==> src/rtl/tia_hphase_gen.sv <==
// tia_hphase_gen: two-phase s1/s2 strobe generator with the 6-bit horizontal
// LFSR line counter, line-start and HSYNC decodes, and RSYNC handling.
// One period is 4 clk, and one line is 57 periods (228 clk).
module tia_hphase_gen #(
    parameter logic [5:0] WRAP_PAT   = 6'b001010,
    parameter logic [5:0] HS_SET_PAT = 6'b001111,
    parameter logic [5:0] HS_CLR_PAT = 6'b111011
) (
    input  logic       clk,
    input  logic       r,
    input  logic       rsync,
    output logic       s1,
    output logic       s2,
    output logic [5:0] hcount,
    output logic       line_start,
    output logic       hsync
);

    // Gray-coded phase, so only one bit changes per clk.
    // The reset value PH_G2 makes the first clk after release land on PH_S1.
    typedef enum logic [1:0] {
        PH_S1 = 2'b00,
        PH_G1 = 2'b01,
        PH_S2 = 2'b11,
        PH_G2 = 2'b10
    } phase_t;

    phase_t     phase, phase_nxt;
    logic       rsync_pend;
    logic       do_zero;
    logic [5:0] hcount_nxt;

    // Phase register.
    always_ff @(posedge clk or posedge r) begin
        if (r) phase <= PH_G2;
        else   phase <= phase_nxt;
    end

    // Phase sequencing: 00 -> 01 -> 11 -> 10 -> 00.
    always_comb begin
        phase_nxt = PH_S1;
        case (phase)
            PH_S1:   phase_nxt = PH_G1;
            PH_G1:   phase_nxt = PH_S2;
            PH_S2:   phase_nxt = PH_G2;
            PH_G2:   phase_nxt = PH_S1;
            default: phase_nxt = PH_S1;
        endcase
    end

    // Strobes are gated by r so they drop as soon as reset is asserted.
    assign s1 = ~r & (phase == PH_S1);
    assign s2 = ~r & (phase == PH_S2);
    assign line_start = s1 & (hcount == 6'b000000);

    // An rsync that arrives during the s2 cycle is folded into that cycle's step.
    // The wrap condition also forces zero, so the two cases cannot conflict.
    always_comb begin
        do_zero    = rsync_pend | rsync | (hcount == WRAP_PAT);
        hcount_nxt = do_zero ? 6'b000000
                             : {hcount[4:0], ~(hcount[5] ^ hcount[4])};
    end

    // Counter, hsync and rsync_pend advance only on the edge that ends s2.
    // hsync decodes the pre-step count.
    always_ff @(posedge clk or posedge r) begin
        if (r) begin
            hcount     <= 6'b000000;
            hsync      <= 1'b0;
            rsync_pend <= 1'b0;
        end else if (phase == PH_S2) begin
            hcount     <= hcount_nxt;
            rsync_pend <= 1'b0;
            if (hcount == HS_SET_PAT)      hsync <= 1'b1;
            else if (hcount == HS_CLR_PAT) hsync <= 1'b0;
        end else if (rsync) begin
            rsync_pend <= 1'b1;
        end
    end

endmodule

==> config.mk <==
export PLATFORM = sky130hd
export DESIGN_NAME = tia_hphase_gen
export DESIGN_NICKNAME = d
export VERILOG_FILES = /design/src/rtl/tia_hphase_gen.sv
export SDC_FILE = /design/constraint.sdc
export NUM_CORES = 1
export LEC_CHECK = 0
export CAP_MARGIN = 30
export CORE_UTILIZATION = 25
export CTS_BUF_LIST = sky130_fd_sc_hd__clkbuf_8
export CTS_CLUSTER_SIZE = 25
export DETAILED_ROUTE_END_ITERATION = 10
export GPL_TIMING_DRIVEN = 0
export SYNTH_ARGS = -nofsm -noshare
export SYNTH_HDL_FRONTEND = slang
export SYNTH_SLANG_ARGS = --single-unit
==> constraint.sdc <==
create_clock -name clk -period 1.84 [get_ports clk]
set_input_delay 0.184 -clock clk [delete_from_list [all_inputs] [get_ports clk]]
set_output_delay 0.184 -clock clk [all_outputs]
set_load 0.05 [all_outputs]
# == Word-level counts from Yosys, hierarchy flattened ==
# Cells that the tools add are included.
# totals
regBits,10
inputBits,3
word_cells,29
# classes
eq_ne,6
n_mux,6
bitwise,8
n_reduce_logical,5
# op_table
cell,n
equality test 6 x 4 -> 1 bit (second input constant),2
one-hot mux 2 bit (4 select lines),1
equality test 6 bit (second input constant),1
logical NOT 6 bit,1
two-way mux 6 bit,1
equality test 2 bit (second input constant),2
two-way mux 1 bit,4
nonzero test 2 bit,2
AND 1 bit,3
equality test 2 x 1 -> 1 bit (second input constant),1
logical NOT 2 bit,1
NOT 1 bit,2
bitwise OR 1 bit,2
AND reduction 2 bit,1
bitwise XOR 1 bit,1

# == Longest topological paths before layout ==
# Gate-level depths: netlist of run 1.
# depth
ltp_word,3
ltp_mapped,5
depth_no_buf,5

# == Worst setup path after synthesis of run 1 ==
# OpenSTA, ideal clock, no wires.
# synth_path
path_type,reg2out
start,register phase[0]
end,output line_start
arrival_ps,2737
path_slack_ps,-1081
stages_incl_launch_ff,4
path_cell_list,dfrtp_1 -> nor3_1 -> nand2_1 -> nor3_1
# synth_between
elab_chain_cells,3
# synth_lines
item,line_no,text
"start, declared",28,"phase_t phase, phase_nxt;"
"start signal, assigned",36,else phase <= phase_nxt;
logical NOT 2 bit,52,assign s1 = ~r & (phase == PH_S1);
AND 1 bit,52,
via s1,12,"output logic s1,"
AND 1 bit,54,assign line_start = s1 & (hcount == 6'b000000);
"end, declared",15,"output logic line_start,"
# The timed path passes the listed nets, and every way through them passes these cells.

# == Worst setup path in the final report of run 1 ==
# layout_path
start,register hcount[3]
end,output hcount[3]
# layout_rtl
item,line_no,text
"start, declared",14,"output logic [5:0] hcount,"
"start signal, assigned",72,hcount <= hcount_nxt;
# No word-level cell between the ends.

==> out/qor.txt, run 1 <==
status: finished clean
DR pass1 iterations: 4
Critical Path End Type: output pin
syn_area_per_cell: 11.8 µm²
sequential power share: 43.4%
switch share: 19.3%
register area share after synthesis: 54.8%
synthesized area: 459 µm²
initial antenna violation count: 0
initial core utilization: 26.6%
DRT antenna net count: 0
Remaining Overflow, GRT: 0
yosys warns: 0
area of the multi-input gates: 214 µm²
crit share post-route: 95.7%
Slew headroom: 66.8%
PD cells: 754 nW/µm²
vias per inst: 4.51
synthesized instance count: 39
FILL cells: 187
critical path buffer and inverter count: 1
IO Pins: 13
PortBufs: 12
largest net degree at the start of global routing: 11
Worst-path clk slew: 50 ps
Critical Path Source Type: flip-flop
RR Endpoint: hcount[4]
diode count: 0
DRC Markers: 0
gr usage total: 10.8%
proportion of layout cells with a drive suffix above 1: 25.5%
slowest CP cell: clkdlybuf4s50_1
clock share of power: 53.4%
CTS Hold Bufs: 0
die extent in x: 44.9 µm
Leak Pwr: 0.273 nW
Fin Setup TNS: 0 ps
CTS tree: done
slew at the pin closest to its max-slew limit: 497 ps
GP Congestion: 0.674
Syn-to-layout area delta: 49.3%
Reg area: 251 µm²
vias in the first global route: 330
die area: 2010 µm²
DR WL/cell: 10.9 µm
maximum clock path buffer count: 2
CP Cell Sequence: clkdlybuf4s50_1
placed cell count: 76
Logic pwr share: 3.2%
Root Driver: clkbuf_8
# rows: 15
clk sink count: 10
initial drt markers: 7
Mapped Nets: 44
R2R Path Start: hcount[4]
maximum clock frequency: 568 MHz
CP delay by family, top: buffers and inverters
Worst R2R Path Depth: 5
via count: 361
Max VDD drop: 349 µV
first-pass GRT wire length: 1420 µm
Crit path arrival time: 1580 ps
placed wire-length estimate: 663 µm
Switching Power: 0.000100 W
CP max FO: 6
Std-Cell Core Area: 1730 µm²
TritonCTS buffer count: 3
# setup viols final: 0
Max Cap Viol: 0
Slowest Stage Delay on Critical Path: 860 ps
worst min path class: input port to asynchronous set/reset pin
critical path class: flip-flop to output pin
R2R setup slack: 460 ps
RSZ-0062 raised after global routing: no
count of distinct cell types in the synthesized netlist: 19
H-Tree Depth: 1
Total Routed Length: 875 µm
register bit total from synthesis: 10
Critical Path RT: 1660 ps
Final Hold Viols: 0
clk_lat worst skew: 240 ps
Die Span Y: 44.9 µm
Slew Viols, Final: 0
Cell Int Power: 0.000417 W
Layout Cells excl Fill: 80
post-CTS setup buffers: 0
Fin Clk Skew: 0.858 ps
nets: 61
Tmin final: 1760 ps
through the flow:
stage / instance area, µm² / hold slack [ps] / power (W) / utilization (%) / setup slack, ps
after floorplan: 482 / 23.5 / 0.000235 / - / 75.6
after global placement: 633 / 456 / 0.000244 / 36.7 / -238
after detailed placement: 633 / 472 / 0.000245 / 36.7 / -235
after CTS: 681 / 350 / 0.000528 / 39.4 / 13.0
after global routing: 686 / 378 / 0.000538 / 39.7 / 10.8
final: 686 / 329 / 0.000517 / 39.7 / 78.6
Yosys cell counts (all sizes together):
cell type  n  area [µm²]
dfrtp      9         225
inv        5        18.8
a32o       4        40.0
nand2      4        17.5
nand3      3        20.0
nor3       3        26.3
a22o       2        18.8
ha         2        25.0
clkbuf     1        3.75
dfstp      1        26.3
nor2       1        3.75
nor3b      1        12.5
o21a       1        7.51
o21ai      1        5.00
o311ai     1        8.76
how the worst max path moves through the flow:
stage | start | end | slack (ps) | depth (start not counted)
floorplan | hcount[4] | line_start | 80 | 5
global placement | hcount[4] | line_start | -240 | 6
detailed placement | hcount[4] | line_start | -240 | 6
CTS | hcount[4] | line_start | 10 | 6
global route | hcount[3] | hcount[3] | 10 | 1
finish | hcount[3] | hcount[3] | 80 | 1
cell usage in the layout, fill, tap and decap left out, drive strengths merged:
cell type	netlist	layout
nor3	3	3
nand2	4	4
dfstp	1	1
dlygate4sd2	0	1
o311ai	1	1
dfrtp	9	9
nor3b	1	1
clkdlybuf4s50	0	9
clkbuf	1	6
nand3	3	3
nor2	1	1
a32o	4	4
buf	0	1
ha	2	2
o21a	1	1
a22o	2	2
inv	5	5
o21ai	1	1
routing by layer:
| layer | track usage [%] | part of all wire, % | vias up |
|---|---|---|---|
| met3 | 6.00 | 8.8 | 2 |
| li1 | - | - | 176 |
| met4 | 7.27 | 1.6 | 0 |
| met5 | 0 | 0 | - |
| met1 | 11.2 | 41 | 168 |
| met2 | 16.8 | 48 | 15 |
state kept, by name, indices dropped and copies added (netlist names):
name,cells
hcount,6
hsync,1
phase,2
rsync_pend,1
timing repair:
action,4_1_cts,5_1_grt
resized for setup,7,5
pin swaps,0,0
cloned,0,0
endpoints found under the setup margin,3,2
cell type report:
type                       instances  area share, %
sequential                        10           36.7
tap                               25           4.56
timing repair buffer              12           16.2
multi-input combinational         23           31.2
clock buffer                       4           8.03
buffer                             1          0.547
inverter                           5           2.74
cells by family (layout without fill, tap and decap cells):
family	after synthesis	count (layout)	synth area share, %
flip-flops	10	10	54.8
buffers and inverters	6	22	4.90
AO/OA/AOI/OAI	9	9	17.4
AND/OR/NAND/NOR	12	12	17.4
adder cells (fa/ha/maj)	2	2	5.45
power groups by stage:
stage	registers, W	clock network [W]	logic, W
floorplan	0.000230	0	0.00000536
global placement	0.000228	0	0.0000167
detailed placement	0.000228	0	0.0000168
CTS	0.000224	0.000287	0.0000170
global route	0.000225	0.000296	0.0000184
finish	0.000225	0.000276	0.0000165
Note: power is estimated with default switching activity, not from simulation.
==> run 2, diff against run 1 <==
Settings changed: CORE_AREA from default to 2 2 39 41, CORE_UTILIZATION 25 to default, DIE_AREA from default to 0 0 41 43.
==> out/qor.txt, run 2 (synthesis results as in run 1) <==
IO Pins: 13
Largest regs: hcount (6), phase (2)
clk_lat worst skew: 230 ps
Slew Viols, Final: 0
vias in the first global route: 313
clock share of power: 53.1%
Max VDD drop: 496 µV
first-pass GRT wire length: 1350 µm
PortBufs: 12
hold_ws: 336 ps
DRT antenna net count: 0
Worst R2R Path Depth: 5
Root Driver: clkbuf_8
Logic pwr share: 3.1%
Std-Cell Core Area: 1380 µm²
die area: 1760 µm²
area of the multi-input gates: 208 µm²
maximum clock frequency: 570 MHz
Leak Pwr: 0.269 nW
RSZ-0062 raised after global routing: no
CP Cell Sequence: clkdlybuf4s50_1
Total Routed Length: 862 µm
pre-CTS WS: -237 ps
RR Endpoint: hcount[4]
Fin Setup TNS: 0 ps
Die Span Y: 43 µm
proportion of layout cells with a drive suffix above 1: 25.5%
crit share post-route: 95.4%
initial drt markers: 8
FILL cells: 143
max reg flops: 6
CP delay by family, top: buffers and inverters
status: finished clean
Critical Path End Type: output pin
GP Congestion: 0.646
initial antenna violation count: 0
Top reg by flops: hcount
vias per inst: 5.10
Final WS setup: 84.4 ps
die extent in x: 41 µm
slew at the pin closest to its max-slew limit: 490 ps
DR pass1 iterations: 4
critical path buffer and inverter count: 1
DR WL/cell: 12.1 µm
maximum clock path buffer count: 2
R2R Path Start: hcount[4]
nets: 61
diode count: 0
CP max FO: 6
initial core utilization: 33.2%
sequential power share: 43.8%
Switching Power: 0.0000964 W
Max Cap Viol: 0
H-Tree Depth: 1
# setup viols final: 0
slowest CP cell: clkdlybuf4s50_1
total power: 0.000513 W
# rows: 14
clk sink count: 10
Crit path arrival time: 1570 ps
DRC Markers: 0
gr usage total: 12.5%
Final Hold Viols: 0
Reg area: 251 µm²
Worst-path clk slew: 50 ps
Slew headroom: 67.2%
Critical Path RT: 1660 ps
TritonCTS buffer count: 3
CTS tree: done
R2R setup slack: 470 ps
switch share: 18.8%
Cell Int Power: 0.000417 W
PD cells: 768 nW/µm²
largest net degree at the start of global routing: 11
via count: 362
Slowest Stage Delay on Critical Path: 850 ps
commonest non-fill, non-tap cells in the layout: dfrtp_1 (9), clkdlybuf4s50_1 (9), inv_1 (5)
worst min path class: input port to asynchronous set/reset pin
critical path class: flip-flop to output pin
Tmin final: 1760 ps
Syn-to-layout area delta: 45.5%
Remaining Overflow, GRT: 0
placed wire-length estimate: 624 µm
Fin Clk Skew: 2.76 ps
Critical Path Source Type: flip-flop
[run 2: cell types whose count changed in the layout (fill, tap and decap cells not counted)]
| cell | change |
|---|---|
| nor3b_2 | +1 |
| nor3b_4 | -1 |
[run 2: how the worst max path moves through the flow]
stage / end / cells after the start / slack [ps] / startpoint
final: hcount[3] / 1 / 80 / hcount[3]
after global routing: line_start / 6 / 20 / hcount[4]
after CTS: s2 / 3 / 30 / phase[1]
after detailed placement: line_start / 6 / -240 / hcount[4]
after global placement: line_start / 6 / -220 / hcount[4]
after floorplan: line_start / 5 / 80 / hcount[4]
[run 2: repair_timing]
item,CTS,global route
gates resized for setup,7,4
endpoints found under the setup margin,3,2
setup buffers,0,0
hold buffers,0,0
[run 2: final cells by class]
class,instances,share of cell area [%]
sequential,10,37.6
buffer,1,0.562
multi-input combinational,23,31.1
inverter,5,2.81
clock buffer,4,8.24
timing repair buffer,12,16.7
tap,16,3.00
[run 2: power groups by stage]
stage	clock network, W	registers, W	logic [W]
final	0.000272	0.000225	0.0000161
after global routing	0.000298	0.000224	0.0000180
after CTS	0.000285	0.000224	0.0000167
after detailed placement	0	0.000228	0.0000166
after global placement	0	0.000228	0.0000166
after floorplan	0	0.000230	0.00000536
[run 2: routing by layer]
layer  vias to the layer above  share of wire [%]  wire length, µm  GRT usage (%)
met5                         -                  0                0              0
met4                         0                2.2               19           10.0
met3                         2                6.8               59           7.85
met2                        11                 49              419           14.7
met1                       174                 42              363           15.5
li1                        175                  -                -              -
[run 2: through the flow]
stage | area, µm² | utilization (%) | std cells
2_1_floorplan | 482 | - | 39
3_3_place_gp | 622 | 44.9 | 67
3_5_place_dp | 622 | 44.9 | 67
4_1_cts | 669 | 48.4 | 71
5_1_grt | 668 | 48.3 | 71
6_report | 668 | 48.3 | 71
